===== src/rtl/multicycle_control_unit.sv =====
// Moore control FSM for the multicycle RV32I datapath: fetch/decode/execute/memory/writeback
// sequencing with a memory-ready handshake, beq/bne and an illegal-opcode trap.
module multicycle_control_unit #(
   parameter int unsigned INSTR_WIDTH = 32,
   parameter bit          MEM_WAIT_EN = 1'b1
) (
   input  logic                   clk_i,
   input  logic                   rst_i,
   input  logic [INSTR_WIDTH-1:0] instr_i,
   input  logic                   eq_i,
   input  logic                   mem_ready_i,
   output logic                   PCWrite_o,
   output logic                   AdrSrc_o,
   output logic                   MemWrite_o,
   output logic                   IRWrite_o,
   output logic [1:0]             ResultSrc_o,
   output logic [1:0]             ALUSrcA_o,
   output logic [1:0]             ALUSrcB_o,
   output logic [2:0]             ALUControl_o,
   output logic [1:0]             ImmSrc_o,
   output logic                   RegWrite_o,
   output logic [3:0]             state_o,
   output logic                   illegal_o
);

   typedef enum logic [3:0] {
      StFetch    = 4'd0,
      StDecode   = 4'd1,
      StMemAdr   = 4'd2,
      StMemRead  = 4'd3,
      StMemWb    = 4'd4,
      StMemWrite = 4'd5,
      StExecR    = 4'd6,
      StExecI    = 4'd7,
      StAluWb    = 4'd8,
      StBranch   = 4'd9,
      StJal      = 4'd10,
      StTrap     = 4'd11
   } state_e;

   localparam logic [6:0] OpLw     = 7'b0000011;
   localparam logic [6:0] OpSw     = 7'b0100011;
   localparam logic [6:0] OpR      = 7'b0110011;
   localparam logic [6:0] OpI      = 7'b0010011;
   localparam logic [6:0] OpBranch = 7'b1100011;
   localparam logic [6:0] OpJal    = 7'b1101111;

   localparam logic [2:0] AluAdd = 3'b000;
   localparam logic [2:0] AluSub = 3'b001;
   localparam logic [2:0] AluAnd = 3'b010;
   localparam logic [2:0] AluOr  = 3'b011;
   localparam logic [2:0] AluSlt = 3'b101;

   state_e     state_q, state_d;
   logic [6:0] op_q;
   logic [2:0] f3_q;
   logic       f7b5_q;
   logic       ready;
   logic [6:0] op_dec;
   logic [2:0] alu_fn;
   logic       unused_instr_bits;

   assign unused_instr_bits = ^instr_i;
   assign ready = MEM_WAIT_EN ? mem_ready_i : 1'b1;
   // DECODE sees the live opcode; every later state uses the captured copy.
   assign op_dec = (state_q == StDecode) ? instr_i[6:0] : op_q;
   assign state_o = state_q;

   always_ff @(posedge clk_i or posedge rst_i) begin
      if (rst_i) begin
         state_q <= StFetch;
         op_q    <= '0;
         f3_q    <= '0;
         f7b5_q  <= 1'b0;
      end else begin
         state_q <= state_d;
         if (state_q == StDecode) begin
            op_q   <= instr_i[6:0];
            f3_q   <= instr_i[14:12];
            f7b5_q <= instr_i[30];
         end
      end
   end

   always_comb begin
      alu_fn = AluAdd;
      case (f3_q)
         3'b000:  alu_fn = (op_q[5] & f7b5_q) ? AluSub : AluAdd;
         3'b010:  alu_fn = AluSlt;
         3'b110:  alu_fn = AluOr;
         3'b111:  alu_fn = AluAnd;
         default: alu_fn = AluAdd;
      endcase
   end

   always_comb begin
      state_d      = state_q;
      PCWrite_o    = 1'b0;
      AdrSrc_o     = 1'b0;
      MemWrite_o   = 1'b0;
      IRWrite_o    = 1'b0;
      ResultSrc_o  = 2'b00;
      ALUSrcA_o    = 2'b00;
      ALUSrcB_o    = 2'b00;
      ALUControl_o = AluAdd;
      RegWrite_o   = 1'b0;
      illegal_o    = 1'b0;

      case (op_dec)
         OpSw:     ImmSrc_o = 2'b01;
         OpBranch: ImmSrc_o = 2'b10;
         OpJal:    ImmSrc_o = 2'b11;
         default:  ImmSrc_o = 2'b00;
      endcase

      case (state_q)
         StFetch: begin
            IRWrite_o   = ready;
            PCWrite_o   = ready;
            ALUSrcB_o   = 2'b10;
            ResultSrc_o = 2'b10;
            if (ready) state_d = StDecode;
         end
         StDecode: begin
            ALUSrcA_o = 2'b01;
            ALUSrcB_o = 2'b01;
            case (instr_i[6:0])
               OpLw, OpSw: state_d = StMemAdr;
               OpR:        state_d = StExecR;
               OpI:        state_d = StExecI;
               OpBranch:   state_d = StBranch;
               OpJal:      state_d = StJal;
               default:    state_d = StTrap;
            endcase
         end
         StMemAdr: begin
            ALUSrcA_o = 2'b10;
            ALUSrcB_o = 2'b01;
            state_d   = (op_q == OpLw) ? StMemRead : StMemWrite;
         end
         StMemRead: begin
            AdrSrc_o = 1'b1;
            if (ready) state_d = StMemWb;
         end
         StMemWb: begin
            ResultSrc_o = 2'b01;
            RegWrite_o  = 1'b1;
            state_d     = StFetch;
         end
         StMemWrite: begin
            AdrSrc_o   = 1'b1;
            MemWrite_o = 1'b1;
            if (ready) state_d = StFetch;
         end
         StExecR: begin
            ALUSrcA_o    = 2'b10;
            ALUControl_o = alu_fn;
            state_d      = StAluWb;
         end
         StExecI: begin
            ALUSrcA_o    = 2'b10;
            ALUSrcB_o    = 2'b01;
            ALUControl_o = alu_fn;
            state_d      = StAluWb;
         end
         StAluWb: begin
            RegWrite_o = 1'b1;
            state_d    = StFetch;
         end
         StBranch: begin
            ALUSrcA_o    = 2'b10;
            ALUControl_o = AluSub;
            PCWrite_o    = ((f3_q == 3'b000) & eq_i) | ((f3_q == 3'b001) & ~eq_i);
            state_d      = StFetch;
         end
         StJal: begin
            ALUSrcA_o = 2'b01;
            ALUSrcB_o = 2'b10;
            PCWrite_o = 1'b1;
            state_d   = StAluWb;
         end
         StTrap: begin
            illegal_o = 1'b1;
         end
         default: state_d = StFetch;
      endcase

      // Reset holds FETCH values on the muxes but must not fire any write.
      if (rst_i) begin
         PCWrite_o  = 1'b0;
         IRWrite_o  = 1'b0;
         MemWrite_o = 1'b0;
         RegWrite_o = 1'b0;
         illegal_o  = 1'b0;
      end
   end

endmodule


===== config.mk =====
export PLATFORM = sky130hd
export DESIGN_NAME = multicycle_control_unit
export DESIGN_NICKNAME = d
export VERILOG_FILES = /design/src/rtl/multicycle_control_unit.sv
export SDC_FILE = /design/constraint.sdc
export NUM_CORES = 1
export LEC_CHECK = 0
export CELL_PAD_IN_SITES_DETAIL_PLACEMENT = 1
export CELL_PAD_IN_SITES_GLOBAL_PLACEMENT = 1
export CORE_MARGIN = 2
export CORE_UTILIZATION = 29
export CTS_CLUSTER_SIZE = 30
export DETAILED_ROUTE_END_ITERATION = 6
export GPL_TIMING_DRIVEN = 0
export PLACE_DENSITY_LB_ADDON = 0.1
export SYNTH_ARGS = -nofsm -noshare
export SYNTH_HDL_FRONTEND = slang
export SYNTH_SLANG_ARGS = --single-unit

===== constraint.sdc =====
create_clock -name clk_i -period 5.2 [get_ports clk_i]
set_input_delay 1.56 -clock clk_i [delete_from_list [all_inputs] [get_ports clk_i]]
set_output_delay 1.56 -clock clk_i [all_outputs]
set_load 0.1 [all_outputs]

Word-level counts from Yosys, hierarchy flattened:

Cells that the tools add are included.

* bitwise operators: 6
* equal/unequal tests: 28
* mux-type cells: 25
* $mul: 0
* order comparisons: 0
* reductions and logical operators: 12
* add/sub/neg operators: 0
* div/mod/pow operators: 0
* shifts and indexed selects: 0

Operators with widths (number)
* == test 7 bit, second input constant: 4
* case mux 4 bit (7 select lines): 1
* == test 7 x 6 -> 1 bit, second input constant: 3
* case mux 4 bit (5 select lines): 1
* == test 4 x 3 -> 1 bit, second input constant: 4
* == test 4 bit, second input constant: 4
* == test 7 x 2 -> 1 bit, second input constant: 2
* 2-to-1 mux 4 bit: 3
* case mux 2 bit (2 select lines): 3
* case mux 3 bit (4 select lines): 1
* OR reduction 2 bit: 6
* 2-to-1 mux 1 bit: 11
* == test 4 x 2 -> 1 bit, second input constant: 2
* == test 7 x 5 -> 1 bit, second input constant: 1
* 2-to-1 mux 7 bit: 1
* == test 3 bit, second input constant: 2
* inequality test 2 bit, second input constant: 3
* case mux 2 bit (3 select lines): 1
* case mux 3 bit (2 select lines): 1
* OR reduction 3 bit: 2
* == test 4 x 1 -> 1 bit, second input constant: 1
* logical NOT 4 bit: 1
* AND reduction 4 bit: 1
* OR reduction 4 bit: 1
* 8 further kinds: 11

* register bits: 15
* logic and storage cells: 75
* bits in read-only memories: 0
* bits in writable memories: 0
* input bits: 36
* memories kept: 0
* output and inout bits: 21
* latch bits: 0

Longest topological paths before layout:

* word-level depth: 5
* depth in mapped cells: 6
* gate-level depth less buffers: 4

Worst setup path before layout:

No wires, ideal clock.

* path kind: reg2out
* from: reg state_q[0], in the netlist state_o[0]
* to: out IRWrite_o
* stages on the path, launching flop included: 5
* slack: -1.593 ns
* data arrival time: 5.233 ns
* path buffers: 2
* data required time: 3.640 ns
* cells stage by stage: dfrtp_1 > buf_4 > clkbuf_1 > nor4_1 > and3_1

* cells in the longest elaborated chain, start to end: 3

Ends and longest elaborated chain
* start, declared: RTL line 54 `state_e state_q, state_d;`
* start signal, assigned: RTL line 71 `state_q <= StFetch;`
* start signal, assigned: RTL line 76 `state_q <= state_d;`
* logical NOT 4 bit: RTL line 116 `case (state_q)`
* 2-to-1 mux 1 bit: RTL line 116
* 2-to-1 mux 1 bit: RTL line 189 `if (rst_i) begin`
* end, declared: RTL line 15 `output logic IRWrite_o,`

Every way passes these cells.

Final worst setup path:

* from: in rst_i
* to: out illegal_o

* cells in the longest elaborated chain, start to end: 1

Ends and longest elaborated chain
* start, declared: RTL line 8 `input logic rst_i,`
* 2-to-1 mux 1 bit: RTL line 189
* end, declared: RTL line 23 `output logic illegal_o`

Every way passes these cells.

==> run summary <==
Status - finished clean
Fillers - 402
Setup WS pre-CTS - -0.421 ns
Yosys warns - 0
Setup crit end kind - output pin
Synthesized area per cell - 9.06 µm²
RSZ-0062 raised after global routing - no
Hold path depth - 1
Syn Inst Count - 116
Worst hold path class - reg2reg
Worst skew pair latency - 0.28 ns
Post-Route WL - 3020 µm
Endpoints failing setup - 0
Final Hold Fails - 0
First-pass GRT wire length - 5010 µm
CP max FO - 5
Initial Utilization - 30.8%
Fmax - 0.195 GHz
Startpoint Class - input pin
Path type of the worst setup path - in2out
Post-synth net total - 152
Area grow syn2layout - 44.6%
Hold Buf Count CTS - 0
Least-Margin Pin Slew - 0.979 ns
Synth top cells by count - 15 x dfrtp_1, 9 x mux2_2, 7 x nor2_1, 7 x nor3_1
Period utilisation layout - 98.6%
Initial antenna violation count - 0
Core area - 3420 µm²
Worst-case reg-to-reg path depth - 4
Leading post-synthesis cells by cell area - dfrtp_1 36%, mux2_2 9.6%, nor3_1 3.3%, nand2b_1 3.0%, nor4_1 3.0%
Layout Skew - 0.00119 ns
Register bit total from synthesis - 15
Worst EP required - 3.64 ns
Most area-hungry cell type in the Yosys netlist - dfrtp_1
Die width - 64.2 µm
Largest net degree at the start of global routing - 17
CP Data Arrival Time - 3.57 ns
Sink Count - 15
Max_cap viols - 0
Yosys top cell area share - 35.7%
Row count - 21
Total negative slack - 0 ns
Via density - 5.15
Final net count - 192
Slew headroom - 34.5%
Grt total ovfl - 0
Clock Path Buffers - 2
Via Count - 1036
Routed Antenna Nets - 0
I/O pin count - 57
Netlist cell types - 40
Iteration-0 DRC Markers - 41
Share of cells above drive strength 1 - 20.0%
Final Max Slew Viols - 0
Area of the multi-input gates - 653 µm²
H-tree depth - 1
Diode count - 0
Primary FF master, synth - dfrtp_1
Post-synthesis sequential area ratio - 35.7%
Area taken by flip-flops and latches - 375 µm²
Final RePlAce weighted congestion - 0.745
Mapped Area - 1050 µm²
CTS Root Cell - clkbuf_4
Cell with the most instances after synthesis - dfrtp_1
CTS resizes - 8
Routed len/inst - 15.0 µm
Drt pass-1 iters - 4
Final worst path period need - 5.13 ns
Die area - 4120 µm²
HPWL Detailed - 2440 µm
Setup slack after layout - 0.0721 ns
Post-route DRC - 0
Die height - 64.2 µm
Port buffer count - 35
Number of flops mapped to enable cells by yosys - 0
Vias in the first global route - 1082
CTS tree - yes
Global Route Usage Sum - 15.4%
Post-synthesis async set-or-reset flop share - 100%
Clock-pin slew on the worst setup and hold paths - 0.08 ns
Num CTS Buffers - 3
Post-CTS Setup Inserts - 0
## metrics by stage
stage               hold WS (ns)  util (%)  area, µm²  instances
floorplan                  0.473         -       1090        116
global placement           0.484      44.0       1500        197
detailed placement         0.493      44.0       1500        197
CTS                        0.520      44.8       1530        201
global route               0.552      44.5       1520        201
finish                     0.515      44.5       1520        201
## logic make-up after synthesis
logic type | after synthesis | synth area share [%]
flops | 15 | 35.7
mux | 12 | 12.5
buf+inv | 14 | 6.31
simple gates | 49 | 28.0
compound gates | 23 | 15.0
xor+xnor | 3 | 2.50
## layer usage
metal / GRT usage, % / routed length [µm]
met5: 0 / 0
met4: 6.12 / 34
met3: 1.94 / 91
met2: 27.9 / 1560
met1: 18.2 / 1330
## critical path, cell delays in order
cell	delay, ns
clkdlybuf4s50_1	0.54
nor4_2	0.29
clkdlybuf4s50_1	1.17
## area by class of cell
type                       instances  area share [%]
buffer                             8            2.88
tap                               46            3.79
inverter                           6            1.48
sequential                        15            24.7
timing repair buffer              35            22.5
clock buffer                       4            1.73
multi-input combinational         87            43.0
## registers in the layout (all words and copies together) (netlist names)
register  count
f3_q          3
f7b5_q        1
op_q          7
state_o       4
## cell usage in the layout, fill, tap and decap left out, types with 3 or more instances in the layout
cell type and n:
nor3_1 4, clkdlybuf4s50_1 31, clkbuf_1 4, a21oi_1 5, nor3_2 3, dfrtp_1 15, nor4_2 3, mux2i_1 3
nor2_1 7, inv_1 5, nand2b_1 5, clkbuf_4 3, o21ai_0 5, nand2_1 4, nand3_1 5, mux2_2 9
or3_1 4
## worst paths after layout
check	endpoint	startpoint	slack, ns
max	illegal_o	rst_i	0.07
min	op_q[1]	op_q[1]	0.52
max reg2reg	op_q[4]	state_o[3]	3.39
min reg2reg	op_q[1]	op_q[1]	0.52
max in group asynchronous	f7b5_q	rst_i	2.93
min in group asynchronous	state_o[0]	rst_i	1.87
Power is not shown: default switching activity piles up to over one toggle a cycle in this logic, so the estimate is an artifact.
